==> src/rtl/system_controller_pkg.sv <==
// Shared definitions for the system controller: UART command opcodes, the
// receive-side FSM state encoding and the fixed ALU operand register addresses.
package system_controller_pkg;

  localparam logic [7:0] CMD_WRITE   = 8'hAA;
  localparam logic [7:0] CMD_READ    = 8'hBB;
  localparam logic [7:0] CMD_ALU_OP  = 8'hCC;
  localparam logic [7:0] CMD_ALU_NOP = 8'hDD;

  localparam int OPERAND_A_ADDR = 0;
  localparam int OPERAND_B_ADDR = 1;
  localparam int ALU_FUNC_WIDTH = 4;

  typedef enum logic [3:0] {
    IDLE,
    WR_ADDR,
    WR_DATA,
    RD_ADDR,
    RD_WAIT,
    OP_A,
    OP_B,
    ALU_FUNC,
    ALU_WAIT
  } rx_state_e;

  // Maps a command byte to the first state of its sequence; unknown bytes map to IDLE.
  function automatic rx_state_e command_target(input logic [7:0] cmd);
    case (cmd)
      CMD_WRITE:   return WR_ADDR;
      CMD_READ:    return RD_ADDR;
      CMD_ALU_OP:  return OP_A;
      CMD_ALU_NOP: return ALU_FUNC;
      default:     return IDLE;
    endcase
  endfunction

endpackage

==> src/rtl/uart_receiver_controller.sv <==
// Receive-side command sequencer: parses UART frames into register file
// writes/reads and ALU operations. Command bytes are assumed to be 8 bits wide.
module uart_receiver_controller
  import system_controller_pkg::*;
#(
  parameter int DATA_WIDTH    = 8,
  parameter int ADDRESS_WIDTH = 4
) (
  input  logic                     clk,
  input  logic                     reset,
  input  logic [DATA_WIDTH-1:0]    received_data_synchronized,
  input  logic                     received_data_valid_synchronized,
  input  logic                     enable,
  input  logic                     read_data_valid,
  input  logic                     ALU_result_valid,
  output logic [ADDRESS_WIDTH-1:0] address,
  output logic                     write_enable,
  output logic [DATA_WIDTH-1:0]    write_data,
  output logic                     read_enable,
  output logic [3:0]               ALU_function,
  output logic                     ALU_enable
);

  rx_state_e                state_q, state_d;
  logic [ADDRESS_WIDTH-1:0] addr_latch_q, addr_latch_d;
  logic [ADDRESS_WIDTH-1:0] address_q, address_d;
  logic                     write_enable_q, write_enable_d;
  logic [DATA_WIDTH-1:0]    write_data_q, write_data_d;
  logic                     read_enable_q, read_enable_d;
  logic [3:0]               alu_function_q, alu_function_d;
  logic                     alu_enable_q, alu_enable_d;

  logic                     frame_valid;
  logic [DATA_WIDTH-1:0]    frame;

  assign frame_valid = received_data_valid_synchronized;
  assign frame       = received_data_synchronized;

  always_ff @(posedge clk or negedge reset) begin
    if (!reset) begin
      state_q        <= IDLE;
      addr_latch_q   <= '0;
      address_q      <= '0;
      write_enable_q <= 1'b0;
      write_data_q   <= '0;
      read_enable_q  <= 1'b0;
      alu_function_q <= '0;
      alu_enable_q   <= 1'b0;
    end else begin
      state_q        <= state_d;
      addr_latch_q   <= addr_latch_d;
      address_q      <= address_d;
      write_enable_q <= write_enable_d;
      write_data_q   <= write_data_d;
      read_enable_q  <= read_enable_d;
      alu_function_q <= alu_function_d;
      alu_enable_q   <= alu_enable_d;
    end
  end

  // The address output only moves when a strobe is issued, so it holds between commands.
  always_comb begin
    state_d        = state_q;
    addr_latch_d   = addr_latch_q;
    address_d      = address_q;
    write_enable_d = 1'b0;
    write_data_d   = write_data_q;
    read_enable_d  = 1'b0;
    alu_function_d = alu_function_q;
    alu_enable_d   = alu_enable_q;

    case (state_q)
      IDLE: begin
        if (frame_valid && enable) begin
          state_d = command_target(8'(frame));
        end
      end
      WR_ADDR: begin
        if (frame_valid) begin
          addr_latch_d = frame[ADDRESS_WIDTH-1:0];
          state_d      = WR_DATA;
        end
      end
      WR_DATA: begin
        if (frame_valid) begin
          write_enable_d = 1'b1;
          address_d      = addr_latch_q;
          write_data_d   = frame;
          state_d        = IDLE;
        end
      end
      RD_ADDR: begin
        if (frame_valid) begin
          read_enable_d = 1'b1;
          address_d     = frame[ADDRESS_WIDTH-1:0];
          state_d       = RD_WAIT;
        end
      end
      RD_WAIT: begin
        if (read_data_valid) begin
          state_d = IDLE;
        end
      end
      OP_A: begin
        if (frame_valid) begin
          write_enable_d = 1'b1;
          address_d      = ADDRESS_WIDTH'(OPERAND_A_ADDR);
          write_data_d   = frame;
          state_d        = OP_B;
        end
      end
      OP_B: begin
        if (frame_valid) begin
          write_enable_d = 1'b1;
          address_d      = ADDRESS_WIDTH'(OPERAND_B_ADDR);
          write_data_d   = frame;
          state_d        = ALU_FUNC;
        end
      end
      ALU_FUNC: begin
        if (frame_valid) begin
          alu_function_d = frame[ALU_FUNC_WIDTH-1:0];
          alu_enable_d   = 1'b1;
          state_d        = ALU_WAIT;
        end
      end
      ALU_WAIT: begin
        if (ALU_result_valid) begin
          alu_enable_d = 1'b0;
          state_d      = IDLE;
        end
      end
      default: begin
        state_d = IDLE;
      end
    endcase
  end

  assign address      = address_q;
  assign write_enable = write_enable_q;
  assign write_data   = write_data_q;
  assign read_enable  = read_enable_q;
  assign ALU_function = alu_function_q;
  assign ALU_enable   = alu_enable_q;

endmodule

==> config.mk <==
export PLATFORM = sky130hd
export DESIGN_NAME = uart_receiver_controller
export DESIGN_NICKNAME = d
export VERILOG_FILES = /design/src/rtl/system_controller_pkg.sv /design/src/rtl/uart_receiver_controller.sv
export SDC_FILE = /design/constraint.sdc
export NUM_CORES = 1
export LEC_CHECK = 0
export ABC_CLOCK_PERIOD_IN_PS = 1450
export BUFFER_PORTS_ARGS = -buffer_cell sky130_fd_sc_hd__buf_4
export CAP_MARGIN = 15
export CORE_MARGIN = 3
export CORE_UTILIZATION = 47
export CTS_CLUSTER_SIZE = 25
export DETAILED_ROUTE_END_ITERATION = 8
export PLACE_DENSITY = 0.74
export SLEW_MARGIN = 10
export SYNTH_ARGS = -nofsm -noshare
export SYNTH_HDL_FRONTEND = slang
export SYNTH_SLANG_ARGS = --single-unit
==> constraint.sdc <==
create_clock -name clk -period 1.45 [get_ports clk]
set_input_delay 0.0725 -clock clk [delete_from_list [all_inputs] [get_ports clk]]
set_output_delay 0.0725 -clock clk [all_outputs]
set_load 0.005 [all_outputs]
Yosys cells after proc, flatten, opt, wreduce, memory -nomap -nowiden
Cells that the tools add are included.
{"block": "word_totals", "out_inout_bits": 19, "word_cells": 61, "register_bits": 27, "inputBits": 14}
{"block": "classes", "mux": 21, "reduce_logical": 11, "n_eq_ne": 21}
{"cell": "4-bit two-way mux", "count": 12}
{"cell": "4-bit case mux with 9 select lines", "count": 1}
{"cell": "8-bit equality test, second input constant", "count": 4}
{"cell": "2-bit != test, second input constant", "count": 9}
{"cell": "4-bit by 3-bit equality test with 1-bit output, second input constant", "count": 4}
{"cell": "4-bit case mux with 4 select lines", "count": 1}
{"cell": "3-bit case mux with 4 select lines", "count": 1}
{"cell": "9-bit AND reduction", "count": 1}
{"cell": "4-bit by 2-bit equality test with 1-bit output, second input constant", "count": 2}
{"cell": "2-bit AND reduction", "count": 3}
{"cell": "1-bit two-way mux", "count": 5}
{"cell": "5-bit AND reduction", "count": 1}
{"cell": "4-bit by 1-bit equality test with 1-bit output, second input constant", "count": 1}
{"cell": "4-bit equality test, second input constant", "count": 1}
{"cell": "4-bit logical NOT", "count": 1}
{"cell": "4-bit nonzero test", "count": 1}
{"cell": "3-bit AND reduction", "count": 1}
{"cell": "3-bit OR reduction", "count": 1}
{"cell": "1-bit case mux with 2 select lines", "count": 1}
{"cell": "2-bit nonzero test", "count": 1}
{"cell": "1-bit logical AND", "count": 1}

Depth between registers and ports, before layout
Gate-level depths: netlist (run 1).
{"block": "logic_depth", "ltp_word": 4, "depth_mapped": 6, "mapped_depth_nobuf": 4}

Worst setup path before layout (run 1)
Ideal clock, no wire load.
{"block": "synth_timing", "path_type": "register to register", "startpoint": "register state_q[0]", "endpoint": "register state_q[0]", "setup_ps": 126, "path_slack_ps": -68, "required_time_ps": 1324, "arrival_time_ps": 1392, "path_stages_with_launch": 6, "synth_period_minus_slack_ps": 1518, "n_path_buf": 1, "cell_sequence": "dfrtp_1 > buf_2 > or3_1 > a221oi_2 > nor3_1 > o32a_1"}
{"block": "synth_via", "elab_chain_cells": 3, "elab_cells_between_ends": 20, "classes_between": "eq/ne: 17; mux: 1; reduce/logical: 2"}
{"element": "start: declaration", "line_no": "uart_receiver_controller.sv:24", "rtl": "rx_state_e state_q, state_d;"}
{"element": "start signal: assignment", "line_no": "uart_receiver_controller.sv:50", "rtl": "state_q <= state_d;"}
{"element": "4-bit by 3-bit equality test with 1-bit output, or another cell as far along", "line_no": "uart_receiver_controller.sv:72", "rtl": "case (state_q)"}
{"element": "2-bit != test (no line)"}
{"element": "9-bit AND reduction (no line)"}
Parallel ways exist; a longest one is shown, timed or not.
A chain may end at the register's enable or synchronous reset.

Worst setup path after layout (run 1)
{"block": "layout_timing", "startpoint": "register state_q[0]", "endpoint": "register address_q[1] (netlist: address[1])"}
{"block": "layout_via", "elab_chain_cells": 3, "elab_cells_between_ends": 11, "classes_between": "eq/ne: 8; mux: 1; reduce/logical: 2"}
{"element": "4-bit by 3-bit equality test with 1-bit output / 4-bit by 2-bit equality test with 1-bit output (equally long branches)", "line_no": "uart_receiver_controller.sv:72"}
{"element": "4-bit nonzero test (no line) / 2-bit != test (equally long branches)"}
{"element": "5-bit AND reduction (no line)"}
{"element": "end signal: assignment", "line_no": "uart_receiver_controller.sv:52", "rtl": "address_q <= address_d;"}
{"element": "end: declaration", "line_no": "uart_receiver_controller.sv:26", "rtl": "logic [ADDRESS_WIDTH-1:0] address_q, address_d;"}
Parallel ways exist; a longest one is shown, timed or not.

==> results of run 1 <==
==> cell type report <==
class	count	area [um2]
Fill cell	181	676
Timing Repair Buffer	68	556
Inverter	3	11.3
Sequential cell	27	681
Clock buffer	3	22.5
Tap cell	31	38.8
Multi-Input combinational cell	84	790
Clock inverter	1	7.51
==> per-stage QoR <==
step,hold WS [ns],utilization (%),cells,area [um2]
floorplan,-0.223,-,121,1380
global placement,-0.000391,64.9,201,1800
detailed placement,0.00296,64.9,201,1800
CTS,0.00711,72.3,215,2010
global route,0.00291,75.7,217,2110
finish,0.0181,75.7,217,2110
==> power breakdown <==
part	internal (mW)	switching, mW	total [mW]
Sequential	0.853	0.0644	0.918
Combinational	0.275	0.160	0.435
Clock	0.105	0.230	0.335
==> cell usage in the layout (no fill, tap or decap), types with 2 or more instances in the layout <==
master,count
buf_4,56
dfrtp_1,23
mux2_4,11
dlygate4sd3_1,7
nor3b_1,5
mux2_2,4
o21ai_0,4
nor2_2,4
buf_6,4
dfrtp_2,4
nand2_1,3
a31oi_1,3
inv_1,3
clkbuf_4,3
nand2b_1,2
nand3b_1,2
a21oi_4,2
nand2_4,2
nor3_1,2
and2_1,2
and3b_1,2
a21oi_2,2
o21a_1,2
nor2_1,2
o21ai_1,2
nor4bb_1,2
o31ai_1,2
==> registers in the layout, indices dropped and copies added, names as in the netlist <==
register      cells
read_enable       1
address           4
ALU_enable        1
write_enable      1
ALU_function      4
write_data        8
addr_latch_q      4
state_q           4
==> critical path, stage by stage, from the launching register on <==
cell	delay, ns
dfrtp_2	0.49
buf_6	0.14
buf_4	0.13
a21bo_1	0.19
a21oi_4	0.18
buf_6	0.15
nor2_2	0.04
a31oi_1	0.16
==> final timing paths <==
kind	start	end	cells past startpoint
max	state_q[0]$_DFFE_PN0P_	address[1]$_DFFE_PN0P_	7
min	received_data_synchronized[2]	addr_latch_q[2]$_DFFE_PN0P_	2
max reg2reg	state_q[0]$_DFFE_PN0P_	address[1]$_DFFE_PN0P_	7
min reg2reg	write_data[1]$_DFFE_PN0P_	write_data[1]$_DFFE_PN0P_	1
max in group asynchronous	reset	state_q[0]$_DFFE_PN0P_	2
min in group asynchronous	reset	state_q[2]$_DFFE_PN0P_	2
==> metal layers <==
layer  share of wire [%]  global-route usage, %  vias to the layer above
li1                    -                      -                      573
met1                  44                   28.1                      609
met2                  51                   36.7                       40
met3                 3.9                   4.32                        8
met4                 1.1                   6.01                        0
met5                   0                      0                        -
==> cell families after synthesis <==
logic type / share of synthesized area [%]
AND/OR/NAND/NOR: 18.0
buffers and inverters: 4.09
AO/OA/AOI/OAI: 14.5
flip-flops: 49.0
XOR/XNOR: 1.27
multiplexers: 13.1
==> repair_timing <==
action,in CTS,in global routing
endpoints found under the hold margin,32,1
pin swaps,10,2
endpoints found under the setup margin,24,24
setup buffers,4,1
hold buffers,6,1
resized for setup,21,20
==> cells in the mapped netlist (all sizes together) <==
master	instances
a211o	1
a21bo	1
a21oi	5
a221oi	1
a31oi	3
a41oi	1
and2	2
and3	1
and3b	2
buf	6
clkbuf	1
dfrtp	27
inv	3
mux2	16
nand2	6
nand2b	3
nand3b	2
nand4	1
nor2	7
nor2b	1
nor3	3
nor3b	5
nor4	1
nor4b	1
nor4bb	2
o211a	1
o21a	2
o21ai	6
o22ai	1
o31ai	3
o32a	1
or3	1
or3b	1
or4	1
xnor2	1
xor2	1
==> flow_summary.toml, run 1 <==
[power]
leakagePower_nw = 1.04
power.total_mw = 1.69
p_per_area_nw_per_um2 = 802
ir_drop_mv = 0.946

[clock_tree]
cts.root.buffer_cell = "clkbuf_4"
cts_tree = "yes"
cts.sinks = 27
cts_buffer_depth = 2
clk_latency_ns = 0.32
cts_made_buffers = 3
clk_pin_slew_ns = 0.15
htree_levels = 1

[finish]
drive_above_1_share_pct = 55.4
final_net_count = 201
syn2layout_area_growth_pct = 52.9
antenna_cells = 0

[floorplanning]
chipHeight_um = 60.1
die_area_um2 = 3620
core_area_um2 = 2780
ios = 33
rows = 19
initial_core_util_pct = 49.5
die_w_um = 60.1

[sta]
relSlewSlack_pct = 71.5
worst_slew_pin_slew_ns = 0.422
setup_viol = 19
tns_ns = -1.18
slew_viol_final = 0
hold_viol = 0
rsz0062_at_grt = "true"
finClkSkew_ns = 0.00193
fmax_mhz = 641
period_minus_slack_ns = 1.56
finalCritPeriodShare_pct = 108
setup_ws_ns = -0.110

[grt]
antenna_found_initial = 0
grt_pass1_wl_um = 5890
grt_max_degree = 28
overflow = 0
grt_pass1_vias = 1257
track_usage_pct = 21.8

[logic_synthesis]
yosysWarnings = 0
seq_area_frac_synth_pct = 49.0
netlist_area_um2 = 1380
ys_types = 43
synthTopCellsByArea = "dfrtp_1 49%, mux2_1 8.2%, mux2_2 4.9%"
syn_nets = 135
ys_ff_latch = 27
synthCells = 121
synth_top_area_share_pct = 49.0
avgSynthCellArea_um2 = 11.4
synth_area_leader_cell = "dfrtp_1"

[place]
gp_congestion = 0.912
dp_hpwl_um = 2520
numPortBuffers = 32
dp_slack_ns = -0.180

[run_status]
status = "finished with violations"
failed_checks = "negative setup slack"

[detailed_routing]
vias_per_cell = 5.67
ant_nets = 0
vias = 1230
dr.pass1.iters = 4
drc = 0
drtIter0Drc = 44
post_drt_wl_per_cell_um = 17.7
drt-total-wl_um = 3840

[setup_path]
worstSetupStartpointType = "register"
crit_path_max_fanout = 7
timing.reg2reg.setup_slack_ns = -0.11
worstSetupPathType = "register to register"
critPathArrivalTime_ns = 1.81
cp-end-kind = "register"
cp.required_ns = 1.70

[job]
drv_cap = 0

[worst_hold_path]
worstHoldPathType = "input port to register"
No activity file was read; power rests on OpenSTA's default activity.
==> run 2, diff against run 1 <==
--- a/config.mk
+++ b/config.mk
@@ -5,14 +5,14 @@
 export SDC_FILE = /design/constraint.sdc
 export NUM_CORES = 1
 export LEC_CHECK = 0
-export ABC_CLOCK_PERIOD_IN_PS = 1450
-export BUFFER_PORTS_ARGS = -buffer_cell sky130_fd_sc_hd__buf_4
+export ABC_CLOCK_PERIOD_IN_PS = 1400
 export CAP_MARGIN = 15
 export CORE_MARGIN = 3
-export CORE_UTILIZATION = 47
+export CORE_UTILIZATION = 55
 export CTS_CLUSTER_SIZE = 25
 export DETAILED_ROUTE_END_ITERATION = 8
-export PLACE_DENSITY = 0.74
+export DONT_BUFFER_PORTS = 1
+export PLACE_DENSITY = 0.73
 export SLEW_MARGIN = 10
 export SYNTH_ARGS = -nofsm -noshare
 export SYNTH_HDL_FRONTEND = slang
==> constraint.sdc (replaced) <==
create_clock -name clk -period 1.4 [get_ports clk]
set_input_delay 0.07 -clock clk [delete_from_list [all_inputs] [get_ports clk]]
set_output_delay 0.07 -clock clk [all_outputs]
set_load 0.005 [all_outputs]
==> run 2 against run 1 <==
- largest power group unchanged
- global-route usage rose by 4.3 points
- sequential share of layout area rose by 1.2 points
- the run still ends with negative setup slack left
- fmax fell by 3.9%
- first-iteration DRC count rose by 2.3%
- non-clock buffer count fell by 17
- clock skew rose by 0.0045 ns
- utilization rose by 13 points
- via count rose by 0.73%
- total power fell by 5.4%
- die area fell by 13%
- sequential power rose by 5.9%
==> flow_summary.toml, run 2 (same netlist as run 1, synthesis figures left out) <==
[floorplanning]
rows = 17
chipHeight_um = 56.0
core_area_um2 = 2300
ios = 33
initial_core_util_pct = 60.0
die_area_um2 = 3140
die_w_um = 56.0

[finish]
antenna_cells = 0
finalInstanceArea_um2 = 2030
final_net_count = 184
most-common-layout-cells = "32 x buf_4, 23 x dfrtp_1, 13 x mux2_4"
drive_above_1_share_pct = 49.7
fillers = 95
syn2layout_area_growth_pct = 47.2
final_common_cell = "buf_4"
largest_register_ffs = 8

[place]
dp_slack_ns = -0.211
numPortBuffers = 0
gp_congestion = 0.772
place_area_um2 = 1560
dp_hpwl_um = 2200

[grt]
antenna_found_initial = 0
overflow = 0
grt_pass1_vias = 1322
grt_max_degree = 28
track_usage_pct = 26.1
grt_pass1_wl_um = 6470

[setup_path]
crit_path_max_fanout = 7
cp-end-kind = "register"
r2r_end = "addr_latch_q[2]$_DFFE_PN0P_"
timing.reg2reg.setup_slack_ns = -0.22
critPathBufInv = 2
slowest_stage = "dfrtp_2"
endpoint = "addr_latch_q[2]$_DFFE_PN0P_"
crit_chain = "buf_4, buf_6, nor4b_4, nand2_2, mux2_4"
cp.depth = 5
r2r_start = "state_q[2]$_DFFE_PN0P_"
worstSetupPathType = "register to register"
cp.required_ns = 1.64
rr_worst_depth = 5
worstSetupStartpointType = "register"
critPathArrivalTime_ns = 1.87
crit_family = "flip-flops"
cp-startpoint = "state_q[2]$_DFFE_PN0P_"
slowest_delay_ns = 0.49

[detailed_routing]
vias_per_cell = 6.29
vias = 1239
drtIter0Drc = 45
dr.pass1.iters = 4
post_drt_wl_per_cell_um = 20.6
drc = 0
ant_nets = 0
drt-total-wl_um = 4070

[sta]
setup_ws_ns = -0.224
period_minus_slack_ns = 1.62
slew_viol_final = 0
hold_viol = 0
finClkSkew_ns = 0.00639
finalCritPeriodShare_pct = 116
tns_ns = -2.77
relSlewSlack_pct = 69.5
rsz0062_at_grt = "true"
setup_viol = 24
fmax_mhz = 616
worst_slew_pin_slew_ns = 0.451

[clock_tree]
htree_levels = 1
cts_tree = "yes"
cts_made_buffers = 3
cts_buffer_depth = 2
clk_latency_ns = 0.34
cts.sinks = 27
clk_pin_slew_ns = 0.16
cts.root.buffer_cell = "clkbuf_4"

[worst_hold_path]
worstHoldPathType = "input port to register"
min_path_cells = 2

[job]
drv_cap = 0

[run_status]
failed_checks = "negative setup slack"
status = "finished with violations"

[power]
p_per_area_nw_per_um2 = 787
leakagePower_nw = 0.965
ir_drop_mv = 0.747
power.total_mw = 1.60
[run 2: changes by cell type in the layout (fill, tap and decap cells not counted), moves of 2 or more]
| cell | change |
|---|---|
| o21ai_0 | -2 |
| dlygate4sd3_1 | +4 |
| mux2_4 | +2 |
| nor2_1 | +2 |
| nor2_2 | -3 |
| buf_4 | -24 |
| buf_6 | +2 |
[run 2: layer usage]
layer	track usage (%)	wire length, um	up-vias
met1	32.9	1680	638
met3	5.34	202	14
met5	0	0	-
met2	44.1	2040	48
met4	9.15	141	0
li1	-	-	539
[run 2: repair_timing]
item | in CTS | in global routing
endpoints found under the hold margin | 50 | 0
hold buffers | 12 | 0
pin swaps | 14 | 5
resized for setup | 31 | 17
buffers inserted | 13 | 3
endpoints found under the setup margin | 25 | 24
[run 2: cell type report]
cell class                      count  area [um2]  share of cell area, %
Tap cell                           28        35.0                   1.73
Clock inverter                      1        7.51                  0.370
Clock buffer                        3        22.5                   1.11
Inverter                            3        11.3                  0.555
Multi-Input combinational cell     84         813                   40.1
Timing Repair Buffer               51         458                   22.6
Sequential cell                    27         681                   33.6
[run 2: how the worst min path moves through the flow]
stage	from	endpoint
final	received_data_valid_synchronized	addr_latch_q[1]$_DFFE_PN0P_
after floorplan	reset	ALU_enable$_DFFE_PN0P_
after CTS	received_data_valid_synchronized	write_enable$_DFF_PN0_
after global placement	reset	ALU_enable$_DFFE_PN0P_
after detailed placement	reset	state_q[3]$_DFFE_PN0P_
after global routing	received_data_valid_synchronized	addr_latch_q[2]$_DFFE_PN0P_
[run 2: power by group]
part	internal, mW	total [mW]	switching, mW
logic	0.166	0.263	0.0976
registers	0.884	0.972	0.0873
clock network	0.109	0.362	0.252
[run 2: metrics by stage]
stage               hold slack (ns)  util, %  cells
finish                       0.0191     88.3    197
global placement             -0.225     67.9    165
CTS                          0.0198     84.4    194
detailed placement           -0.225     67.9    165
global route                0.00620     88.3    197
floorplan                    -0.226        -    121
==> run 3, diff against run 2 <==
--- a/config.mk
+++ b/config.mk
@@ -7,12 +7,14 @@
 export LEC_CHECK = 0
 export ABC_CLOCK_PERIOD_IN_PS = 1400
 export CAP_MARGIN = 15
+export CORE_ASPECT_RATIO = 0.8
 export CORE_MARGIN = 3
 export CORE_UTILIZATION = 55
 export CTS_CLUSTER_SIZE = 25
 export DETAILED_ROUTE_END_ITERATION = 8
 export DONT_BUFFER_PORTS = 1
 export PLACE_DENSITY = 0.73
+export SKIP_LAST_GASP = 1
 export SLEW_MARGIN = 10
 export SYNTH_ARGS = -nofsm -noshare
 export SYNTH_HDL_FRONTEND = slang
==> run 3 against run 2 <==
- the run still ends with negative setup slack left
- clock-buffer cell count increased by 1
- sequential share of layout area up 1.8 points
- total power shrank 4.4%
- critical path depth decreased by 1
- global-route usage shrank 0.11 points
==> flow_summary.toml, run 3 (same netlist as run 1, synthesis figures left out) <==
[run_status]
status = "finished with violations"
failed_checks = "negative setup slack"

[clock_tree]
htree_levels = 1
cts_made_buffers = 3
cts_tree = "yes"
cts.root.buffer_cell = "clkbuf_4"
clk_pin_slew_ns = 0.14
clk_latency_ns = 0.33
cts_buffer_depth = 2
cts.sinks = 27

[sta]
rsz0062_at_grt = "true"
finalCritPeriodShare_pct = 117
period_minus_slack_ns = 1.63
finClkSkew_ns = 0.0109
hold_viol = 0
fmax_mhz = 613
setup_ws_ns = -0.232
worst_slew_pin_slew_ns = 0.393
setup_viol = 19
slew_viol_final = 0
tns_ns = -2.96
relSlewSlack_pct = 73.4

[grt]
grt_max_degree = 28
overflow = 0
track_usage_pct = 26.0
grt_pass1_vias = 1176
antenna_found_initial = 0
grt_pass1_wl_um = 5920

[detailed_routing]
drtIter0Drc = 36
dr.pass1.iters = 4
vias_per_cell = 6.03
post_drt_wl_per_cell_um = 20.4
drt-total-wl_um = 3990
ant_nets = 0
vias = 1175
drc = 0

[finish]
antenna_cells = 0
utilization_pct = 84.6
final_net_count = 176
largest_register_ffs = 8
drive_above_1_share_pct = 41.0
most-common-layout-cells = "24 x dfrtp_1, 24 x buf_4, 12 x dlygate4sd3_1"
finalInstanceArea_um2 = 1920
syn2layout_area_growth_pct = 39.4

[setup_path]
timing.reg2reg.setup_slack_ns = -0.23
crit_chain = "nor3b_1, o21a_1, or4_1, o21ai_1"
crit_path_max_fanout = 6
worstSetupStartpointType = "register"
cp.required_ns = 1.66
crit_family = "simple AND/OR/NAND/NOR gates"
cp-end-kind = "register"
worstSetupPathType = "register to register"
r2r_start = "state_q[2]$_DFFE_PN0P_"
critPathArrivalTime_ns = 1.90
r2r_end = "state_q[1]$_DFFE_PN0P_"
critPathBufInv = 0
rr_worst_depth = 4
slowest_delay_ns = 0.51
slowest_stage = "or4_1"

[floorplanning]
die_w_um = 62.0
initial_core_util_pct = 60.7
ios = 33
rows = 15
core_area_um2 = 2270
chipHeight_um = 50.8
die_area_um2 = 3140

[power]
leakagePower_nw = 0.895
p_per_area_nw_per_um2 = 795
power.total_mw = 1.53
ir_drop_mv = 0.888

[place]
numPortBuffers = 0
dp_hpwl_um = 2150
dp_slack_ns = -0.221
place_area_um2 = 1550
gp_congestion = 0.865

[worst_hold_path]
min_path_cells = 3
min_to = "write_enable$_DFF_PN0_"
worstHoldStart = "received_data_valid_synchronized"
worstHoldPathType = "input port to register"

[job]
drv_cap = 0
==> run 3: cell count changes in the layout (fill, tap and decap cells not counted), moves of 2 or more <==
cell     delta
mux2_1      +8
nor3_2      +2
buf_4       -8
mux2_4      -9
nor3_1      -2
a21oi_2     +2
==> run 3: report_power, final <==
part	internal, mW	total, mW	switching [mW]	leakage [nW]
Combinational	0.126	0.223	0.0970	0.529
Clock	0.112	0.334	0.222	0.0150
Sequential	0.884	0.970	0.0858	0.350
Total	1.12	1.53	0.405	0.895
==> run 3: repair_timing <==
action / in CTS / in global routing
hold buffers: 12 / 1
hold endpoints to repair: 50 / 1
pin swaps: 3 / 10
resized for setup: 22 / 12
endpoints found under the setup margin: 24 / 25
buffers inserted: 6 / 4
==> run 3: cell type report <==
class | count | area, um2
multi-input combinational | 84 | 764
sequential | 27 | 679
timing repair buffer | 43 | 397
fill | 121 | 350
tap | 34 | 42.5
clock buffer | 4 | 26.3
inverter | 3 | 11.3
==> run 3: layer usage <==
metal	wire, um	vias to the layer above	part of all wire (%)	GRT usage [%]
li1	-	525	-	-
met1	1680	597	42	33.2
met2	1960	41	49	41.0
met3	245	12	6.1	8.74
met4	107	0	2.7	7.77
met5	0	-	0	0
==> run 3: how the worst max path moves through the flow <==
stage | cells past startpoint | slack (ns) | startpoint | endpoint
after floorplan | 4 | -0.1 | state_q[1]$_DFFE_PN0P_ | state_q[0]$_DFFE_PN0P_
after global placement | 5 | -0.18 | state_q[1]$_DFFE_PN0P_ | state_q[1]$_DFFE_PN0P_
after detailed placement | 5 | -0.22 | state_q[1]$_DFFE_PN0P_ | state_q[1]$_DFFE_PN0P_
after CTS | 4 | -0.15 | state_q[3]$_DFFE_PN0P_ | state_q[1]$_DFFE_PN0P_
after global routing | 5 | -0.28 | state_q[0]$_DFFE_PN0P_ | state_q[2]$_DFFE_PN0P_
final | 4 | -0.23 | state_q[2]$_DFFE_PN0P_ | state_q[1]$_DFFE_PN0P_
==> run 3: metrics by stage <==
stage	hold WS (ns)	cells
after floorplan	-0.226	121
after global placement	-0.225	168
after detailed placement	-0.225	168
after CTS	0.0201	190
after global routing	0.0215	195
final	0.0401	195
==> run 3: worst register-to-register path, delay by kind of cell (launching register included) <==
family / cells / cell delay [ns]
simple gates: 2 / 0.68
flops: 1 / 0.50
compound gates: 2 / 0.39
